File: src/rtl/stream_burst_source.sv
// Valid/ready burst source: on start, emits burst_len incrementing words on dn_*,
// holding each word until accepted and optionally idling GAP cycles between beats.
module stream_burst_source #(
  parameter int DATA_WIDTH = 7,
  parameter int LEN_WIDTH  = 8,
  parameter int GAP        = 0
) (
  input  logic                  clk,
  input  logic                  rst,
  input  logic                  start,
  input  logic [DATA_WIDTH-1:0] first_val,
  input  logic [LEN_WIDTH-1:0]  burst_len,
  output logic                  busy,
  output logic                  done,
  output logic [LEN_WIDTH-1:0]  beats_sent,
  output logic [DATA_WIDTH-1:0] dn_bus,
  output logic                  dn_val,
  input  logic                  dn_rdy
);

  // state  | meaning
  // S_IDLE | no burst; start accepted here, done pulses here
  // S_SEND | dn_val high, word held until dn_rdy
  // S_WAIT | inter-beat gap, r_gap counts down to 1
  typedef enum logic [1:0] {S_IDLE, S_SEND, S_WAIT} state_t;

  localparam int GAP_W = (GAP > 0) ? $clog2(GAP + 1) : 1;

  state_t                r_state;
  logic                  r_busy;
  logic                  r_done;
  logic [LEN_WIDTH-1:0]  r_beats;
  logic [LEN_WIDTH-1:0]  r_rem;
  logic [GAP_W-1:0]      r_gap;
  logic [DATA_WIDTH-1:0] r_bus;
  logic                  r_val;
  logic                  w_xfer;

  assign w_xfer = r_val && dn_rdy;

  always_ff @(posedge clk or negedge rst) begin
    if (!rst) begin
      r_state <= S_IDLE;
      r_busy  <= 1'b0;
      r_done  <= 1'b0;
      r_beats <= '0;
      r_rem   <= '0;
      r_gap   <= '0;
      r_bus   <= '0;
      r_val   <= 1'b0;
    end else begin
      r_done <= 1'b0;
      case (r_state)
        S_IDLE: begin
          if (start) begin
            r_beats <= '0;
            r_rem   <= burst_len;
            if (burst_len == '0) begin
              r_done <= 1'b1;
            end else begin
              r_state <= S_SEND;
              r_busy  <= 1'b1;
              r_val   <= 1'b1;
              r_bus   <= first_val;
            end
          end
        end
        S_SEND: begin
          if (w_xfer) begin
            r_beats <= r_beats + 1'b1;
            r_rem   <= r_rem - 1'b1;
            if (r_rem == LEN_WIDTH'(1)) begin
              r_val   <= 1'b0;
              r_busy  <= 1'b0;
              r_done  <= 1'b1;
              r_state <= S_IDLE;
            end else if (GAP == 0) begin
              r_bus <= r_bus + 1'b1;
            end else begin
              r_val   <= 1'b0;
              r_gap   <= GAP_W'(GAP);
              r_state <= S_WAIT;
            end
          end
        end
        S_WAIT: begin
          r_gap <= r_gap - 1'b1;
          if (r_gap == GAP_W'(1)) begin
            r_state <= S_SEND;
            r_val   <= 1'b1;
            r_bus   <= r_bus + 1'b1;
          end
        end
        default: begin
          r_state <= S_IDLE;
          r_busy  <= 1'b0;
          r_val   <= 1'b0;
        end
      endcase
    end
  end

  assign busy       = r_busy;
  assign done       = r_done;
  assign beats_sent = r_beats;
  assign dn_bus     = r_bus;
  assign dn_val     = r_val;

endmodule

File: config.mk
export PLATFORM = sky130hd
export DESIGN_NAME = stream_burst_source
export DESIGN_NICKNAME = d
export VERILOG_FILES = /design/src/rtl/stream_burst_source.sv
export SDC_FILE = /design/constraint.sdc
export NUM_CORES = 1
export LEC_CHECK = 0
export BUFFER_PORTS_ARGS = -buffer_cell sky130_fd_sc_hd__buf_2
export CAP_MARGIN = 0
export CORE_ASPECT_RATIO = 0.9
export CORE_MARGIN = 5
export CORE_UTILIZATION = 52
export DETAILED_ROUTE_END_ITERATION = 6
export PLACE_DENSITY = 0.76
export SYNTH_ARGS = -nofsm -noshare
export SYNTH_HDL_FRONTEND = slang
export SYNTH_SLANG_ARGS = --single-unit
File: constraint.sdc
create_clock -name clk -period 1.71 [get_ports clk]
set_input_delay 0.0855 -clock clk [delete_from_list [all_inputs] [get_ports clk]]
set_output_delay 0.0855 -clock clk [all_outputs]
set_load 0.005 [all_outputs]
Word-level counts from Yosys, hierarchy flattened

Cells that the tools add are included.

Bits of input ports: 19
Output and inout port bits: 18
Word-level logic and storage cells: 61
Flip-flop bits (word level): 29

Bitwise operators: 1
Eq/ne operators: 9
Reduce and logical (&&, ||, !) cells: 9
Muxes and demuxes: 30
$add $sub $neg: 4

Operators by type and width:

| cell                  | count |
|---|---|
| $mux W7               | 5 |
| $mux W8               | 4 |
| $pmux W8 S2           | 2 |
| $pmux W7 S3           | 1 |
| $ne A2 B2 Y1 const B  | 6 |
| $mux W2               | 5 |
| $reduce_and A5 Y1     | 2 |
| $mux W1               | 9 |
| $add A8 B1 Y8 const B | 1 |
| $eq A8 B1 Y1 const B  | 1 |
| $logic_not A8 Y1      | 1 |
| $sub A8 B1 Y8 const B | 1 |
| $add A7 B1 Y7 const B | 1 |
| $pmux W1 S3           | 2 |
| $pmux W2 S3           | 1 |
| $reduce_and A6 Y1     | 1 |
| $reduce_and A3 Y1     | 1 |
| $reduce_bool A3 Y1    | 1 |
| $eq A2 B1 Y1 const B  | 1 |
| $eq A2 B2 Y1 const B  | 1 |
| $logic_not A2 Y1      | 1 |
| $pmux W1 S2           | 1 |
| $reduce_bool A2 Y1    | 1 |
| $logic_and A1 B1 Y1   | 1 |
| 2 further kinds       | 2 |

Depth between registers and ports, before layout

Gate-level depths: netlist (run 1).

Depth in word-level cells: 4
Mapped depth: 6
Depth with buffers taken out: 6

Worst setup path before layout (run 1)

No wires, ideal clock.

Path kind: reg2reg
Start point: register r_rem[4]
End point: register r_rem[7]
Clock period less this slack: 1.542 ns
Path buffers: 0
Arrival time: 1.416 ns
Setup time: 0.126 ns
Required time: 1.584 ns
Setup slack: 0.168 ns
Cell stages (with the launch flop): 5
Cell sequence: dfrtp_1 -> or4_4 -> nor4_2 -> o21ai_1 -> a221o_1

Longest elaborated chain between the ends: 3

Ends and longest elaborated chain:

| what                     | RTL line | text |
|---|---|---|
| start: declaration       | 33       | `logic [LEN_WIDTH-1:0] r_rem;` |
| start signal: assignment | 57       | `r_rem <= burst_len;` |
| start signal: assignment | 71       | `r_rem <= r_rem - 1'b1;` |
| $sub A8 B1 Y8            | 71       |  |
| $mux W8                  | 69       | `if (w_xfer) begin` |
| $pmux W8 S2              | 53       | `case (r_state)` |

No other way between the ends. The select of a mux whose other input is x is not followed.
A chain may end at the register's enable or synchronous reset.

Worst setup path in the final report (run 1)

Start point: register r_rem[1]
End point: register r_rem[4]

The elaborated chain is that of the path after synthesis.

==> results.rst, run 1 <==
.. list-table::
   :header-rows: 1

   * - Metric
     - Value
   * - Cells after synthesis
     - 150
   * - Worst slew pin tran
     - 0.570 ns
   * - Crit end category
     - flop
   * - Vias in the first global route
     - 1411
   * - Share of the yosys chip area belonging to registers
     - a little over two fifths
   * - Routed Antenna Nets
     - 0
   * - Clock tree root buffer cell
     - clkbuf_4
   * - Lkg Pwr
     - 0.857 nW
   * - Worst Path Class, Setup
     - flop to flop
   * - Filler Cell Count
     - 217
   * - Diodes inserted
     - 0
   * - Area growth syn-to-layout
     - 26.3%
   * - Crit path required time
     - ~1.9 ns
   * - Port Buf Inserts
     - 36
   * - Time the worst path needs with I/O delays and setup
     - 1.63 ns
   * - Area fraction of the dominant cell type after synthesis
     - 43.8%
   * - Total wirelength of the detailed-routed design
     - 3.87 mm
   * - Warnings from Yosys
     - 0
   * - Synth unique cells
     - 43
   * - Crit-path max FO
     - 4
   * - Synthesized net count
     - 173
   * - Routability-driven placement congestion ratio
     - 0.939
   * - Setup_tns
     - 0 ns
   * - Final Cycle Share
     - 95.4%
   * - Slack of the critical path
     - 0.0781 ns
   * - Count of TritonRoute iterations in the first routing pass
     - 4
   * - Dominant cell type by area after synthesis
     - dfrtp_1
   * - Htree depth
     - 1
   * - Leading cell type by number of instances after synthesis
     - dfrtp_1
   * - Fraction of layout cells with a size suffix above 1
     - 29.0%
   * - Post-CTS setup buffer count
     - 0
   * - CTS sink count
     - 25
   * - Avg Synthesized Cell Area
     - 9.52 um^2
   * - Area of the core
     - 2680 um^2
   * - Number of rows created at floorplan
     - 18
   * - Commonest cells post-synth
     - dfrtp_1, nand2_1, nor2_1, o21ai_0
   * - Synth async-reset ratio
     - 100%
   * - Post-DR wirelength/cell
     - between 15 and 20 um
   * - Element type at the critical path start
     - flop
   * - Initial core utilization
     - approximately 53%
   * - Total buffers and inverters traversed by the critical path
     - 1
   * - Die Y
     - 59.7 um
   * - Clock slew at the register clock pins of the worst setup and hold paths
     - 0.14 ns
   * - DP HPWL
     - 2.73 mm
   * - Maximum Capacitance Violations
     - 0
   * - TritonCTS clock tree
     - yes
   * - Pin count of the biggest net entering global routing
     - 26
   * - Sum of internal, switching and leakage power
     - around 2.6 mW
   * - Post-synth design cell area
     - 1430 um^2
   * - Critical-path top delay cell
     - dfrtp_1
   * - All-layer global routing usage
     - between 20% and 30%
   * - Cells taking the most area after synthesis
     - dfrtp_1, ha_1, nor4_2
   * - Status
     - finished, final reports clean
   * - Placement Setup Slack
     - 0.0889 ns
   * - HP Class
     - input pin to flop
   * - Data arrival time of the critical path
     - 1.85 ns
   * - Final-report max-slew violation count
     - 0
   * - Power Dens Cells
     - 1440 nW/um^2
   * - Critical path cell sequence
     - inv_1 -> ha_1 -> nand3_1 -> o311ai_0 -> nand2_1
   * - Post-route core utilization
     - 67.3%
   * - Max Clock Skew
     - 0.00375 ns
   * - Main synth FF type
     - dfrtp_1
   * - Total clock buffers created by CTS
     - 3
   * - Final setup violation count
     - 0
   * - Worst-case headroom to the max-slew limit
     - 62.0%
   * - Number of DRC markers after the initial detailed-route iteration
     - 101
   * - Global-route wire length before repair
     - 6.20 mm
   * - Overall die width
     - 65.2 um
   * - Maximum number of buffers from clock root to sink
     - 2
   * - Top-Level Pins
     - 37
   * - Count of flip-flops with a built-in enable after synthesis
     - 0
   * - Kind of cell adding the most delay to the critical path
     - flip-flops
   * - Via Count
     - 1420
   * - Number of nets in the finished design
     - 224
   * - Die Outline Area
     - approximately 3900 um^2
   * - Clk_lat worst skew
     - 0.33 ns
   * - Worst vdd rail ir drop
     - 0.873 mV
   * - Fmax achieved
     - 613 MHz
   * - DRC
     - 0
   * - Hold Violations, Final
     - 0
   * - Number of storage elements in the synthesis netlist
     - 25
   * - Average vias per placed instance
     - 6.17
   * - Maximum single-stage delay on the critical path
     - 0.46 ns
   * - Initial antenna violation count
     - 0
   * - Grt total ovfl
     - 0
-- power breakdown --
group	internal, mW	switching, mW	total, mW
Combinational	0.601	0.655	1.26
Sequential	0.808	0.252	1.06
Clock	0.0897	0.188	0.278
Total	1.50	1.10	2.59
-- what timing repair did --
item                                    in CTS  in global routing
endpoints found under the setup margin       0                  5
hold endpoints to repair                    32                  0
hold buffers                                 8                  0
gates resized for setup                      0                  3
-- final timing paths --
kind / from / depth (start not counted) / endpoint / slack, ns
setup / recovery: r_rem[1] / 5 / r_rem[4] / 0.08
hold / removal: first_val[6] / 3 / dn_bus[6] / 0.02
setup reg to reg: r_rem[1] / 5 / r_rem[4] / 0.08
hold reg to reg: beats_sent[4] / 1 / beats_sent[4] / 0.54
max in group asynchronous: rst / 2 / r_rem[3] / 1.04
min in group asynchronous: rst / 2 / beats_sent[4] / 0.26
-- worst reg2reg max path, stage by stage, from the launching register on --
cell and delay (ns):
dfrtp_1 0.46, inv_1 0.16, ha_1 0.27, nand3_1 0.20, o311ai_0 0.35, nand2_1 0.09
-- layout make-up --
cell class | count | area, um^2 | share of cell area [%]
clock inverters | 1 | 7.51 | 0.416
clock buffers | 3 | 22.5 | 1.25
inverters | 7 | 26.3 | 1.46
flip-flops and latches | 25 | 627 | 34.8
repair buffers | 52 | 320 | 17.8
multi-input cells | 112 | 762 | 42.3
well taps | 30 | 37.5 | 2.08
-- cells by family (layout without fill, tap and decap cells) --
family / after synthesis / in the layout / synth area share [%]
multiplexers: 5 / 5 / 3.68
XOR/XNOR: 3 / 3 / 1.84
adder cells (fa/ha/maj): 4 / 4 / 3.51
AO/OA/AOI/OAI: 34 / 34 / 16.1
AND/OR/NAND/NOR: 66 / 66 / 27.0
flip-flops: 25 / 25 / 43.8
buffers and inverters: 13 / 63 / 4.03
-- flip-flops by register name, summed over array words and instances (netlist names) --
signal,count
beats_sent,8
r_rem,8
dn_bus,7
busy,1
done,1
-- cells in the final DEF, fill, tap and decap left out, drive strengths merged --
| cell | instances |
|---|---|
| inv | 7 |
| and3 | 5 |
| nand3 | 8 |
| a22o | 1 |
| nor2 | 9 |
| a21oi | 7 |
| xor2 | 1 |
| buf | 44 |
| nor2b | 1 |
| o2bb2a | 1 |
| o311ai | 2 |
| mux2i | 3 |
| nand2b | 1 |
| or4 | 1 |
| dlygate4sd3 | 8 |
| nand2 | 11 |
| a22oi | 1 |
| o32ai | 2 |
| o31ai | 1 |
| nor4 | 7 |
| and4 | 2 |
| mux2 | 2 |
| o21ai | 11 |
| xnor2 | 2 |
| clkbuf | 3 |
| a2bb2oi | 1 |
| and2 | 2 |
| o22ai | 1 |
| o221ai | 1 |
| ha | 4 |
| nor3 | 10 |
| or3 | 4 |
| a221o | 3 |
| dfrtp | 25 |
| clkinvlp | 1 |
| a31oi | 1 |
| a21o | 1 |
| nand4 | 5 |
-- per-stage QoR --
stage          area (um^2)  hold slack [ns]  instances
3_3_place_gp          1670            0.104        218
6_report              1800           0.0217        230
3_5_place_dp          1670            0.109        218
4_1_cts               1780           0.0109        230
2_1_floorplan         1430           -0.210        150
5_1_grt               1800          0.00852        230
-- routing by layer --
metal / track usage, % / share of wire, % / routed length (um)
met1: 25.1 / 40 / 1560
met2: 35.5 / 49 / 1910
met3: 4.89 / 7.6 / 295
met4: 8.88 / 2.8 / 107
met5: 0 / 0 / 0
(Power assumes the default switching activity.)
==> inputs of run 2 (changes only) <==
- SETUP_SLACK_MARGIN: default -> 0.15
==> results.rst, run 2 (same netlist as run 1, synthesis figures left out) <==
.. list-table::
   :header-rows: 1

   * - Metric
     - Value
   * - Worst slew pin tran
     - 0.557 ns (-0.0130 ns)
   * - Final Cycle Share
     - 95.3% (-0.14 points)
   * - Hold Violations, Final
     - 0 (unchanged)
   * - Maximum Capacitance Violations
     - 0 (unchanged)
   * - Worst hold slack
     - 0.0237 ns (+0.00197 ns)
   * - Lkg Pwr
     - 0.907 nW (+5.9%)
   * - CTS sink count
     - 25 (unchanged)
   * - Worst vdd rail ir drop
     - 0.981 mV (+12%)
   * - Overall die width
     - 65.2 um (unchanged)
   * - Clk_lat worst skew
     - 0.33 ns (about the same)
   * - Average vias per placed instance
     - 6.33 (+2.5%)
   * - Htree depth
     - 1 (unchanged)
   * - Grt met1 use
     - 27.1% (+1.9 points)
   * - DRC
     - 0 (unchanged)
   * - Post-route core utilization
     - 72.1% (+4.8 points)
   * - Data arrival time of the critical path
     - 1.86 ns (about the same)
   * - Pin count of the biggest net entering global routing
     - 26 (unchanged)
   * - Initial antenna violation count
     - 0 (unchanged)
   * - Time the worst path needs with I/O delays and setup
     - 1.63 ns (-0.00247 ns)
   * - Final-report max-slew violation count
     - 0 (unchanged)
   * - Initial core utilization
     - 53.3% (unchanged)
   * - Total clock buffers created by CTS
     - 3 (unchanged)
   * - Number of nets in the finished design
     - 233 (+4.0%)
   * - Number of DRC markers after the initial detailed-route iteration
     - 66 (-35%)
   * - Commonest cells after routing, fill and taps aside
     - buf_2, dfrtp_1, buf_4
   * - Maximum number of buffers from clock root to sink
     - 2 (unchanged)
   * - Worst Path Class, Setup
     - flop to flop
   * - Worst reg2reg path depth
     - 4 (-1)
   * - Via Count
     - 1513 (+6.5%)
   * - Setup_tns
     - 0 ns (unchanged)
   * - Final setup violation count
     - 0 (unchanged)
   * - Number of rows created at floorplan
     - 18 (unchanged)
   * - Met2 track utilization from global routing
     - 38.1% (+2.6 points)
   * - Placement Setup Slack
     - 0.0889 ns (unchanged)
   * - Critical R2R Capture
     - dn_bus[1]
   * - Cell depth of the worst hold path
     - 2 (-1)
   * - Fraction of layout cells with a size suffix above 1
     - 37.3% (+8.3 points)
   * - Total wirelength of the detailed-routed design
     - 4.35 mm (+12%)
   * - Clock tree root buffer cell
     - clkbuf_4
   * - Die Y
     - 59.7 um (unchanged)
   * - Routability-driven placement congestion ratio
     - 0.939 (unchanged)
   * - Leading cell type in the layout, fill and taps excluded
     - buf_2
   * - Port Buf Inserts
     - 36 (unchanged)
   * - Unrepaired setup endpoints after global routing
     - true
   * - Area of the core
     - 2680 um^2 (unchanged)
   * - Crit path required time
     - 1.94 ns (about the same)
   * - Global-route wire length before repair
     - 6.70 mm (+8.0%)
   * - Hold Path Origin
     - burst_len[7]
   * - Power Dens Cells
     - 1500 nW/um^2 (+4.0%)
   * - Count of TritonRoute iterations in the first routing pass
     - 4 (unchanged)
   * - Grt total ovfl
     - 0 (unchanged)
   * - HP Class
     - input pin to flop
   * - Worst-case headroom to the max-slew limit
     - 62.9% (+0.86 points)
   * - Status
     - finished, final reports clean
   * - Hold Crit Endpoint
     - r_rem[7]
   * - Slack of the critical path
     - 0.0806 ns (+0.00247 ns)
   * - TritonCTS clock tree
     - yes
   * - Element type at the critical path start
     - flop
   * - All-layer global routing usage
     - 22.4% (+1.7 points)
   * - DP HPWL
     - 2.73 mm (unchanged)
   * - Top-Level Pins
     - 37 (unchanged)
   * - Crit-path max FO
     - 3 (-1)
   * - Minimum setup slack among reg-to-reg paths
     - 0.08 ns (about the same)
   * - Post-DR wirelength/cell
     - 18.2 um (+8.1%)
   * - Fmax achieved
     - 614 MHz (+0.15%)
   * - Critical R2R Launch
     - r_rem[5]
   * - Met3 layer usage reported by global route
     - 5.64% (+0.75 points)
   * - Routed Antenna Nets
     - 0 (unchanged)
   * - Die Outline Area
     - 3890 um^2 (unchanged)
   * - Crit end category
     - flop
   * - Clock slew at the register clock pins of the worst setup and hold paths
     - 0.15 ns (about the same)
   * - Vias in the first global route
     - 1497 (+6.1%)
   * - Area growth syn-to-layout
     - 35.3%
   * - GR peak layer
     - met2
   * - Diodes inserted
     - 0 (unchanged)
   * - Max Clock Skew
     - 0.00470 ns (+0.000945 ns)
-- run 2: cell types whose count changed in the layout (fill, tap and decap cells not counted), sizes merged --
| cell | previous run | this run |
|---|---|---|
| buf | 44 | 52 |
| dlygate4sd3 | 8 | 9 |
-- run 2: how the worst max path moves through the flow --
stage,from,to
after floorplan,r_rem[4],r_rem[7]
after global placement,r_rem[4],r_rem[7]
after detailed placement,r_rem[4],r_rem[7]
after CTS,r_rem[4],r_rem[7]
after global routing,r_rem[4],r_rem[7]
final,r_rem[5],dn_bus[1]
-- run 2: cell type report --
class,instances,area (um^2)
well taps,30,37.5
repair buffers,61,392
multi-input cells,112,818
clock buffers,3,22.5
inverters,7,26.3
flip-flops and latches,25,628
fillers,204,748
clock inverters,1,7.51
-- run 2: what timing repair did --
item,CTS,global route
buffers inserted,5,2
setup endpoints to repair,2,12
hold buffers,8,1
pin swaps,1,1
gates cloned,0,1
endpoints found under the hold margin,32,1
gates resized for setup,1,18
-- run 2: where the power goes --
group,total (mW),switching (mW),leakage [nW],internal [mW]
logic,1.53,0.773,0.585,0.753
clock network,0.283,0.193,0.0139,0.0898
registers,1.08,0.272,0.308,0.810
-- run 2: through the flow --
step,total power [mW],instance area [um^2],cells
4_1_cts,2.63,1820,235
3_3_place_gp,2.16,1670,218
2_1_floorplan,1.80,1430,150
6_report,2.89,1930,239
5_1_grt,3.09,1930,239
3_5_place_dp,2.25,1670,218
-- run 2: worst max-delay path: stages, from the launching register on --
cell and delay, ns:
dfrtp_1 0.46, nor4_4 0.38, a31oi_4 0.17, nor2_2 0.19, mux2_1 0.34
-- run 2: layer usage --
metal / routed length (um) / share of wire [%]
met5: 0 / 0
met3: 313 / 7.2
met2: 2170 / 50
met1: 1720 / 40
met4: 136 / 3.1
==> inputs of run 3 (changes only) <==
- CELL_PAD_IN_SITES_DETAIL_PLACEMENT: default -> 2
- CELL_PAD_IN_SITES_GLOBAL_PLACEMENT: default -> 2
- CORE_UTILIZATION: 52 -> 31
- PLACE_DENSITY: 0.76 -> 0.75
- SKIP_CTS_REPAIR_TIMING: default -> 1
==> results.rst, run 3 (same netlist as run 1, synthesis figures left out) <==
.. list-table::
   :header-rows: 1

   * - Metric
     - Value
   * - Crit-path max FO
     - 4 (+1)
   * - Vias in the first global route
     - 1538 (+2.7%)
   * - TritonCTS clock tree
     - yes
   * - Crit end category
     - flop
   * - Clock tree root buffer cell
     - clkbuf_8
   * - Data arrival time of the critical path
     - 1.83 ns (-0.03 ns)
   * - HP Class
     - input pin to flop
   * - Worst vdd rail ir drop
     - 0.468 mV (-52%)
   * - Number of nets in the finished design
     - 227 (-2.6%)
   * - Final Cycle Share
     - 97.5% (+2.2 points)
   * - Initial antenna violation count
     - 0 (unchanged)
   * - Maximum single-stage delay on the critical path
     - 0.58 ns (+0.12 ns)
   * - Final cell count without fillers
     - 265 (+11%)
   * - Maximum number of buffers from clock root to sink
     - 2 (unchanged)
   * - Hold Path Origin
     - first_val[3]
   * - Worst setup path startpoint
     - r_rem[4]
   * - Placed instance count
     - 256 (+17%)
   * - Element type at the critical path start
     - flop
   * - All-layer global routing usage
     - 16.9% (-5.5 points)
   * - Pin count of the biggest net entering global routing
     - 26 (unchanged)
   * - Global-route wire length before repair
     - 7.76 mm (+16%)
   * - Average vias per placed instance
     - 5.36 (-15%)
   * - Count of TritonRoute iterations in the first routing pass
     - 4 (unchanged)
   * - Total buffers and inverters traversed by the critical path
     - 0 (unchanged)
   * - Worst-case headroom to the max-slew limit
     - 60.5% (-2.4 points)
   * - Sum of internal, switching and leakage power
     - 2.90 mW (+0.46%)
   * - Number of rows created at floorplan
     - 23 (+5)
   * - Area of all placed cells without fillers
     - 1910 um^2 (-1.2%)
   * - Diodes inserted
     - 0 (unchanged)
   * - Fmax achieved
     - 600 MHz (-2.2%)
   * - Number of cells on the critical path
     - 4 (unchanged)
   * - Top-Level Pins
     - 37 (unchanged)
   * - Post-route core utilization
     - 42.8% (-29 points)
   * - Total wirelength of the detailed-routed design
     - 4.94 mm (+14%)
   * - Critical R2R Capture
     - r_rem[7]
   * - Area of the core
     - 4460 um^2 (+66%)
   * - Die Y
     - 74.4 um (+25%)
   * - Power Dens Cells
     - 1520 nW/um^2 (+1.7%)
   * - Kind of cell adding the most delay to the critical path
     - simple AND/OR/NAND/NOR gates
   * - Minimum setup slack among reg-to-reg paths
     - 0.04 ns (-0.04 ns)
   * - Commonest cells after routing, fill and taps aside
     - buf_2, dfrtp_1, buf_4
   * - Grt total ovfl
     - 0 (unchanged)
   * - Leading cell type in the layout, fill and taps excluded
     - buf_2
   * - Overall die width
     - 81.5 um (+25%)
   * - Critical-path top delay cell
     - or4_4
   * - Routed Antenna Nets
     - 0 (unchanged)
   * - Routability-driven placement congestion ratio
     - 0.857 (-8.7%)
   * - Area growth syn-to-layout
     - 33.7%
   * - Critical path cell sequence
     - or4_4 -> nor4_4 -> o21ai_1 -> a221o_1
   * - Maximum Capacitance Violations
     - 0 (unchanged)
   * - Die Outline Area
     - 6060 um^2 (+56%)
   * - CTS sink count
     - 25 (unchanged)
   * - Worst Path Class, Setup
     - flop to flop
   * - Total clock buffers created by CTS
     - 3 (unchanged)
   * - Clock slew at the register clock pins of the worst setup and hold paths
     - 0.10 ns (-0.05 ns)
   * - Cell depth of the worst hold path
     - 3 (+1)
   * - Hold Crit Endpoint
     - dn_bus[3]
   * - Max Clock Skew
     - 0.00392 ns (-0.000776 ns)
   * - Unrepaired setup endpoints after global routing
     - true
   * - Htree depth
     - 1 (unchanged)
   * - Placed inst area
     - 1760 um^2 (+5.1%)
   * - Worst reg2reg path depth
     - 4 (unchanged)
   * - Post-DR wirelength/cell
     - 18.6 um (+2.5%)
   * - DRC
     - 0 (unchanged)
   * - Initial core utilization
     - 32.0% (-21 points)
   * - Via Count
     - 1421 (-6.1%)
   * - Final-report max-slew violation count
     - 0 (unchanged)
   * - Clk_lat worst skew
     - 0.27 ns (-0.06 ns)
   * - Time the worst path needs with I/O delays and setup
     - 1.67 ns (+0.0372 ns)
   * - Fraction of layout cells with a size suffix above 1
     - 36.9% (-0.37 points)
   * - Number of DRC markers after the initial detailed-route iteration
     - 34 (-48%)
   * - Final setup violation count
     - 0 (unchanged)
   * - Status
     - finished, final reports clean
   * - Crit path required time
     - 1.88 ns (-0.06 ns)
   * - Hold Violations, Final
     - 0 (unchanged)
   * - Setup_tns
     - 0 ns (unchanged)
   * - Critical R2R Launch
     - r_rem[4]
   * - DP HPWL
     - 3.77 mm (+38%)
   * - Worst slew pin tran
     - 0.593 ns (+0.0361 ns)
   * - Port Buf Inserts
     - 36 (unchanged)
   * - Lkg Pwr
     - 0.892 nW (-1.7%)
run 3: area by class of cell:
type                       instances  area, um^2
fill                             506        2550
inverter                           7        26.3
clock inverter                     1        5.00
multi-input combinational        112         802
timing repair buffer              55         329
tap                               62        77.6
clock buffer                       3        41.3
sequential                        25         627
run 3: per-layer routing:
| layer | vias to the layer above | part of all wire [%] | global-route usage, % |
|---|---|---|---|
| met1 | 708 | 45 | 22.7 |
| met2 | 34 | 49 | 28.4 |
| li1 | 671 | - | - |
| met3 | 8 | 4.5 | 2.06 |
| met4 | 0 | 1.4 | 5.44 |
| met5 | - | 0 | 0 |
run 3: how the worst max path moves through the flow:
stage and to:
2_1_floorplan r_rem[7], 4_1_cts dn_bus[4], 3_5_place_dp dn_bus[4], 5_1_grt r_rem[7], 6_report r_rem[7], 3_3_place_gp dn_bus[1]
run 3: worst reg2reg max path: stages (launching register included):
cell     delay, ns
dfrtp_2       0.45
or4_4         0.58
nor4_4        0.15
o21ai_1       0.08
a221o_1       0.30
run 3: metrics by stage:
step | hold WS, ns | setup slack (ns)
final | 0.0452 | 0.0434
after detailed placement | 0.125 | 0.0586
after global routing | 0.0583 | -0.0140
after floorplan | -0.210 | 0.168
after global placement | 0.119 | 0.132
after CTS | -0.183 | 0.0411
run 3: report_power, final:
group          switching (mW)  leakage, nW  internal, mW  total (mW)
logic                   0.748        0.557         0.705        1.45
registers               0.271        0.310         0.809        1.08
clock network           0.206       0.0255         0.163       0.370
total                    1.22        0.892          1.68        2.90
